==> config.mk <==
export PLATFORM = sky130hd
export DESIGN_NAME = sequence_generator_fsm
export DESIGN_NICKNAME = d
export VERILOG_FILES = /design/src/rtl/sequence_generator_fsm.sv
export SDC_FILE = /design/constraint.sdc
export NUM_CORES = 1
export LEC_CHECK = 0
export ABC_AREA = 1
export CORE_ASPECT_RATIO = 0.6
export CORE_MARGIN = 4
export CORE_UTILIZATION = 42
export CTS_CLUSTER_SIZE = 40
export DETAILED_ROUTE_END_ITERATION = 16
export PLACE_DENSITY_LB_ADDON = 0.15
export SYNTH_ARGS = -nofsm -noshare
export SYNTH_HDL_FRONTEND = slang
export SYNTH_SLANG_ARGS = --single-unit
==> constraint.sdc <==
create_clock -name clk_i -period 3.05 [get_ports clk_i]
set_input_delay 0.915 -clock clk_i [delete_from_list [all_inputs] [get_ports clk_i]]
set_output_delay 0.915 -clock clk_i [all_outputs]
set_load 0.03 [all_outputs]
==> src/rtl/sequence_generator_fsm.sv <==
// sequence_generator_fsm: serial pattern transmitter with repeat count, inter-repeat gap and abort
// Ports: clk_i clock; reset_ni sync active-low reset; start_i request; pattern_i/length_i/repeat_i
// transmission setup; abort_i cancel; data_o/valid_o serial stream; busy_o not-idle; done_o completion
// pulse; err_o rejected-start pulse; state_o current state encoding.
module sequence_generator_fsm #(
  parameter int MAX_LEN    = 8,
  parameter int GAP_CYCLES = 2
) (
  input  logic               clk_i,
  input  logic               reset_ni,
  input  logic               start_i,
  input  logic [MAX_LEN-1:0] pattern_i,
  input  logic [3:0]         length_i,
  input  logic [3:0]         repeat_i,
  input  logic               abort_i,
  output logic               data_o,
  output logic               valid_o,
  output logic               busy_o,
  output logic               done_o,
  output logic               err_o,
  output logic [2:0]         state_o
);
  localparam int GW = GAP_CYCLES > 1 ? $clog2(GAP_CYCLES) : 1;
  typedef enum logic [2:0] {IDLE = 3'b000, SEND = 3'b001, GAP = 3'b010, DONE = 3'b011} state_e;
  state_e             state_q;
  logic [MAX_LEN-1:0] pat_q, sh_q, align;
  logic [3:0]         len_q, rep_q, cnt_q;
  logic [GW-1:0]      gap_q;
  logic               len_ok, last;
  // The pattern is left-justified so the first bit to send always sits in the MSB.
  always_comb begin
    len_ok = length_i != 4'd0 && {1'b0, length_i} <= 5'(MAX_LEN);
    align  = pattern_i << (5'(MAX_LEN) - {1'b0, length_i});
    last   = rep_q == 4'd1;
  end
  assign state_o = state_q;
  always_ff @(posedge clk_i) begin
    if (!reset_ni) begin
      state_q <= IDLE;
      pat_q   <= '0;
      sh_q    <= '0;
      len_q   <= '0;
      rep_q   <= '0;
      cnt_q   <= '0;
      gap_q   <= '0;
      data_o  <= 1'b0;
      valid_o <= 1'b0;
      busy_o  <= 1'b0;
      done_o  <= 1'b0;
      err_o   <= 1'b0;
    end else begin
      done_o <= 1'b0;
      err_o  <= 1'b0;
      case (state_q)
        IDLE: if (start_i && !abort_i) begin
          if (len_ok) begin
            state_q <= SEND;
            pat_q   <= align;
            sh_q    <= align << 1;
            len_q   <= length_i;
            rep_q   <= repeat_i;
            cnt_q   <= length_i - 4'd1;
            data_o  <= align[MAX_LEN-1];
            valid_o <= 1'b1;
            busy_o  <= 1'b1;
          end else err_o <= 1'b1;
        end
        SEND, GAP: if (abort_i) begin
          state_q <= IDLE;
          data_o  <= 1'b0;
          valid_o <= 1'b0;
          busy_o  <= 1'b0;
        end else if (state_q == SEND && cnt_q != 4'd0) begin
          data_o <= sh_q[MAX_LEN-1];
          sh_q   <= sh_q << 1;
          cnt_q  <= cnt_q - 4'd1;
        end else if (state_q == SEND && last) begin
          state_q <= DONE;
          data_o  <= 1'b0;
          valid_o <= 1'b0;
          done_o  <= 1'b1;
        end else if (state_q == SEND && GAP_CYCLES != 0) begin
          state_q <= GAP;
          gap_q   <= GW'(GAP_CYCLES - 1);
          data_o  <= 1'b0;
          valid_o <= 1'b0;
          if (rep_q != 4'd0) rep_q <= rep_q - 4'd1;
        end else if (state_q == GAP && gap_q != '0) begin
          gap_q <= gap_q - 1'b1;
        end else begin
          // Restart from the first bit: end of gap, or back-to-back when there is no gap.
          state_q <= SEND;
          data_o  <= pat_q[MAX_LEN-1];
          sh_q    <= pat_q << 1;
          cnt_q   <= len_q - 4'd1;
          valid_o <= 1'b1;
          if (state_q == SEND && rep_q != 4'd0) rep_q <= rep_q - 4'd1;
        end
        DONE: begin
          state_q <= IDLE;
          busy_o  <= 1'b0;
        end
        default: begin
          state_q <= IDLE;
          data_o  <= 1'b0;
          valid_o <= 1'b0;
          busy_o  <= 1'b0;
        end
      endcase
    end
  end
endmodule
==> key figures, run 1 <==
Logic synthesis
  – Seq cells post-synth: 35
  – Post-synth top area share: 30.6%
  – Post-synth cell types: 34
  – Syn Nets: 380
  – Yosys top cell by area: dfxtp_1
  – Synth area leaders: dfxtp_1, nand2_1, a21oi_1
  – Most frequent cell after synthesis: nand2_1
  – Post-synthesis sequential area ratio: 30.6%
  – Yosys warnings: 0
  – Top_reg_cell synth: dfxtp_1
  – Post-synth EDFFs: 0
  – Post-Syn Instances: 350
  – Post-Syn Area: 0.00229 mm2
  – Asr flop ratio synth: 0%
  – Mean Syn Cell Area: 6.55 um2
  – Top post-synthesis cells by count: nand2_1, inv_1, a21oi_1

Clock network
  – Skew-Pair Late Insertion Delay: 0.29 ns
  – Clk sinks: 35
  – CTS tree: built
  – Post-CTS Setup Bufs: 0
  – Clock transition at path regs: 0.08 ns
  – CTS Hold Buffers Added: 0
  – TritonCTS Buffers: 5
  – # resized after CTS: 0
  – Clock Path Buffers: 2
  – H-tree Lvls: 2
  – Clock Root Buffer: clkbuf_8

Power and ir drop
  – Pleak: 1.20 nW
  – VDD IR max: 0.528 mV
  – Pwr/cell area: 971 mW/mm2

Route
  – Initial detailed-routing violation count: 126
  – Antenna-violating nets left: 0
  – Drt pass-1 iters: 5
  – DRC: 0
  – WL per Instance: 12.8 um
  – Vias/cell: 5.15
  – WL final: 5.70 mm
  – Via Count: 2290

Place
  – PortBufs: 26
  – DP HPWL: 4.43 mm
  – Dpl ws: 0.174 ns
  – Routability cong.: 0.885

Die
  – Core ar.: 0.00515 mm2
  – IO Pins: 28
  – # rows: 20
  – DIE AREA: 0.00674 mm2
  – Die height: 65.2 um
  – Die X: 103 um
  – Starting Density: 44.4%

Layout
  – # diodes: 0
  – Area growth syn-to-layout: 19.1%
  – Area occupied by multi-input gates: 0.00135 mm2
  – Sequential cell area: 701 um2
  – Final net count: 408
  – Final-layout fill cell count: 524
  – Fraction of layout cells with a size suffix above 1: 10.8%

STA
  – Max Clock Skew: 0.0113 ns
  – RSZ-0062 raised after global routing: false
  – Tcrit/Tclk final: 84.6%
  – Minimum clock period: 2.58 ns
  – Post-Route Setup TNS: 0 ns
  – Slew Limit Fails: 0
  – Final Hold Vio Count: 0
  – Fmax: 388 MHz
  – Final worst setup slack: 0.470 ns
  – # setup viols final: 0

Critical path
  – Startpoint class of the critical path: input port
  – Arrival time worst endpoint: 2.77 ns
  – Crit. End Element: flip-flop
  – Worst Path Max Fanout: 14
  – Crit-path leading delay family: buffers and inverters
  – Worst endpoint required time: 3.24 ns
  – Setup CP Type: input port to flip-flop
  – CP most frequent cell: nand2_4
  – Slowest cell on the critical path: clkdlybuf4s50_1
  – Worst r2r path cells: 9
  – Slowest cell delay on critical path: 0.42 ns
  – Crit path cell chain: clkdlybuf4s50_1 > inv_1 > ha_1 > inv_2 > nor2_2 > nor2_1 > nand2_2 > nand2_4 > nand2_4 > nand2_4 > nor3_4 > buf_4 > nand3_1 > nand2_1 > inv_1
  – Critical Path Stages: 15
  – Number of buffers and inverters on the critical path: 5

Global routing
  – Initial antenna violation count: 0
  – Overflow after GRT: 0
  – Total track usage: 17.9%
  – Vias in the first global route: 1851
  – First-pass GRT wire length: 9.52 mm
  – Largest net degree at the start of global routing: 23

Worst hold path
  – WHS Path Cells: 2
  – Hold Path Class: flip-flop to flip-flop

Run status
  – Status: finished, final reports clean

Run
  – Max cap viols: 0
cell families (layout without fill, tap and decap cells):
kind of cell	after synthesis	count (layout)	synth area share, %
AOI/OAI and AO/OA	88	88	20.0
xor gates and xnor gates	3	3	1.15
buffers and inverters	58	87	10.6
other	1	1	0.164
adders and majority gates	10	10	5.46
and+or+nand+nor	155	155	32.0
DFF	35	35	30.6
worst min-delay path: cells and delay by family (launching register included):
family | cells | cell delay [ns]
AOI/OAI and AO/OA | 1 | 0.06
buffers and inverters | 1 | 0.06
DFF | 1 | 0.30
flip-flops by register name, indices dropped and copies added, names as in the netlist, 2 cells and up:
name and cells:
cnt_q 4, pat_q 8, len_q 4, sh_q 7, state_o 2, rep_q 4
area by class of cell:
| class | instances | share of cell area [%] |
|---|---|---|
| clock buffer | 5 | 2.52 |
| inverter | 46 | 6.33 |
| multi-input combinational | 257 | 49.4 |
| sequential | 35 | 25.7 |
| timing repair buffer | 33 | 11.5 |
| clock inverter | 3 | 1.61 |
| tap | 66 | 3.03 |
through the flow:
stage / power [mW] / hold slack (ns) / cell area, um2 / utilization (%) / cells
finish: 2.65 / 0.462 / 2730 / 52.9 / 445
global placement: 2.20 / 0.446 / 2620 / 50.7 / 437
global route: 2.90 / 0.486 / 2730 / 52.9 / 445
CTS: 2.65 / 0.461 / 2730 / 52.9 / 445
detailed placement: 2.22 / 0.449 / 2620 / 50.7 / 437
floorplan: 1.84 / 0.429 / 2290 / - / 350
metal layers:
metal  GRT usage, %  routed length [um]  vias up
met5              0                   0        -
met4           1.94                  44        0
met3           4.14                 374        9
met2           21.0                2050       60
met1           31.5                3230     1021
li1               -                   -     1200
path summary, 6_finish.rpt:
| check | slack (ns) | from | end |
|---|---|---|---|
| setup / recovery | 0.47 | length_i[1] | cnt_q[3]$_SDFFE_PN0P_ |
| hold / removal | 0.46 | pat_q[1]$_SDFFE_PN0P_ | pat_q[1]$_SDFFE_PN0P_ |
| hold reg to reg | 0.46 | pat_q[1]$_SDFFE_PN0P_ | pat_q[1]$_SDFFE_PN0P_ |
| setup reg to reg | 0.76 | state_o[0]$_SDFFE_PN0P_ | cnt_q[2]$_SDFFE_PN0P_ |
cell usage in the layout (no fill, tap or decap), drive strengths merged, types with 2 or more instances in the layout:
master,instances
o21ai,43
ha,10
nor3,6
o22ai,2
nand4,4
nand2,79
buf,7
nand3,26
xnor2,2
clkbuf,5
nor2,37
a31oi,2
clkinv,2
dfxtp,35
inv,46
clkdlybuf4s50,26
a21oi,39
power breakdown:
group | switching (mW) | total (mW) | internal [mW]
Combinational | 1.00 | 1.54 | 0.535
Sequential | 0.0940 | 0.687 | 0.593
Clock | 0.183 | 0.426 | 0.243
No activity file was read; power rests on OpenSTA's default activity.
==> inputs of run 2 (changes only) <==
Clock period 3.05 ns to 2.4 ns, I/O delays scaled along.
==> run 2 against run 1 <==
Design area rose by 6.0%. Largest cell class unchanged. Hold slack improved by 0.0021 ns. Critical path depth fell by 1. Sequential power rose by 27%. Utilization rose by 3.2 points.
==> key figures, run 2 (same netlist as run 1, synthesis figures left out) <==
Run status
  – Status: finished, final reports clean

Layout
  – Reg with most FFs: pat_q
  – Final net count: 426 (+4.4%)
  – Most common cell after layout, fill and taps aside: nand2_1
  – Fraction of layout cells with a size suffix above 1: 15.4% (+4.6 points)
  – Largest register FFs: 8 (unchanged)
  – Commonest cells after routing, fill and taps aside: nand2_1, inv_1, a21oi_1, dfxtp_1, o21ai_0
  – Area growth syn-to-layout: 26.2%
  – # diodes: 0 (unchanged)
  – Leading registers by flop count: pat_q x8, sh_q x7

Critical path
  – Arrival time worst endpoint: 2.49 ns (-0.28 ns)
  – Number of buffers and inverters on the critical path: 4 (-1)
  – Setup CP Type: input port to flip-flop
  – Worst Path Max Fanout: 3 (-11)
  – Startpoint class of the critical path: input port
  – R2R Path Start: state_o[1]$_SDFFE_PN0P_
  – Slowest cell on the critical path: clkdlybuf4s50_1
  – Crit path cell chain: clkdlybuf4s50_1 > inv_1 > ha_4 > inv_2 > nor2_4 > nor2_2 > inv_1 > nor2_1 > nand3_1 > nand2_1 > nand2_1 > nand2_1 > nand2_1 > a21oi_1
  – CP startpoint: length_i[1]
  – CP most frequent cell: nand2_1
  – Worst endpoint required time: 2.62 ns (-0.62 ns)
  – Crit-path leading delay family: simple AND/OR/NAND/NOR gates
  – Crit. End Element: flip-flop
  – Slowest cell delay on critical path: 0.48 ns (+0.06 ns)

Die
  – Die height: 65.2 um (unchanged)
  – Starting Density: 44.4% (unchanged)
  – DIE AREA: 0.00674 mm2 (unchanged)
  – # rows: 20 (unchanged)
  – Core ar.: 0.00515 mm2 (unchanged)
  – Die X: 103 um (unchanged)
  – IO Pins: 28 (unchanged)

Route
  – Vias/cell: 5.21 (+1.2%)
  – DRC: 0 (unchanged)
  – Via Count: 2405 (+5.0%)
  – WL final: 6.07 mm (+6.4%)
  – Antenna-violating nets left: 0 (unchanged)
  – Drt pass-1 iters: 5 (unchanged)
  – WL per Instance: 13.1 um (+2.5%)
  – Initial detailed-routing violation count: 187 (+48%)

Global routing
  – Total track usage: 18.2% (+0.37 points)
  – Initial antenna violation count: 0 (unchanged)
  – Vias in the first global route: 2063 (+11%)
  – Largest net degree at the start of global routing: 23 (unchanged)
  – First-pass GRT wire length: 9.83 mm (+3.2%)
  – Overflow after GRT: 0 (unchanged)

STA
  – Slew Limit Fails: 0 (unchanged)
  – Tcrit/Tclk final: 94.8%
  – Max Clock Skew: 0.0124 ns (+0.00116 ns)
  – Worst hold slack: 0.464 ns (+0.00209 ns)
  – Minimum clock period: 2.27 ns
  – # setup viols final: 0 (unchanged)
  – Final Hold Vio Count: 0 (unchanged)
  – Fmax: 440 MHz
  – Final worst setup slack: 0.125 ns (-0.345 ns)

Power and ir drop
  – Pleak: 1.29 nW (+7.0%)
  – Pwr/cell area: 1210 mW/mm2 (+24%)
  – Total power: 3.49 mW (+32%)
  – VDD IR max: 0.596 mV (+13%)

Clock network
  – CTS tree: built
  – Clk sinks: 35 (unchanged)
  – Post-CTS Setup Bufs: 0 (unchanged)
  – TritonCTS Buffers: 5 (unchanged)
  – Skew-Pair Late Insertion Delay: 0.29 ns (about the same)
  – Clock Path Buffers: 2 (unchanged)
  – H-tree Lvls: 2 (unchanged)
  – Clock transition at path regs: 0.08 ns (about the same)
  – Clock Root Buffer: clkbuf_8

Place
  – PortBufs: 26 (unchanged)
  – Dpl ws: -0.217 ns (-0.391 ns)
  – DP HPWL: 4.55 mm (+2.8%)
  – Routability cong.: 0.848 (-4.3%)

Worst hold path
  – Hold Path Class: flip-flop to flip-flop
  – Hold path start: pat_q[1]$_SDFFE_PN0P_

Run
  – Max cap viols: 0 (unchanged)
[run 2: cell types whose count changed in the layout (fill, tap and decap cells not counted), moves of 2 or more]
cell     before  now
nor2_2        5    3
o21ai_0      36   34
o21ai_1       7    9
ha_1         10    8
nor2_4        1    3
ha_4          0    2
buf_4         7   22
[run 2: cell type report]
class | count | area (um2)
clock buffer | 6 | 82.6
inverter | 46 | 173
tap | 66 | 82.6
fill | 511 | 2260
multi-input combinational | 257 | 1390
timing repair buffer | 51 | 462
sequential | 35 | 701
clock inverter | 1 | 5.00
[run 2: worst register-to-register path, delay by kind of cell, from the launching register on]
kind,cells,cell delay (ns)
compound gates,1,0.07
fa+ha+maj,1,0.46
buf+inv,2,0.32
flops,1,0.36
simple gates,6,0.73
[run 2: worst paths after layout]
kind	end	slack, ns	cells past startpoint
max	data_o$_SDFFE_PN0P_	0.13	14
min	pat_q[1]$_SDFFE_PN0P_	0.46	2
max reg2reg	sh_q[3]$_SDFFE_PN0P_	0.36	10
min reg2reg	pat_q[1]$_SDFFE_PN0P_	0.46	2
[run 2: power breakdown]
part | leakage (nW) | internal, mW | switching, mW
Sequential | 0.286 | 0.754 | 0.119
Clock | 0.0470 | 0.225 | 0.216
Combinational | 0.956 | 0.849 | 1.33
Total | 1.29 | 1.83 | 1.66
[run 2: timing repair]
item                                    CTS  global route
endpoints found under the setup margin    0            22
hold buffers                              0             0
resized for setup                         0            10
[run 2: per-layer routing]
metal / global-route usage (%) / wire length (um) / vias to the layer above
li1: - / - / 1229
met1: 29.8 / 3230 / 1089
met2: 23.2 / 2310 / 81
met3: 4.24 / 475 / 6
met4: 4.20 / 46 / 0
met5: 0 / 0 / -
[run 2: metrics by stage]
stage	std cells	utilization, %	TNS (ns)	cell area [um2]
4_1_cts	461	55.1	0	2840
6_report	462	56.1	0	2890
3_3_place_gp	454	53.4	-3.55	2760
5_1_grt	462	56.1	-0.0155	2890
3_5_place_dp	454	53.4	-4.69	2760
2_1_floorplan	350	-	0	2290
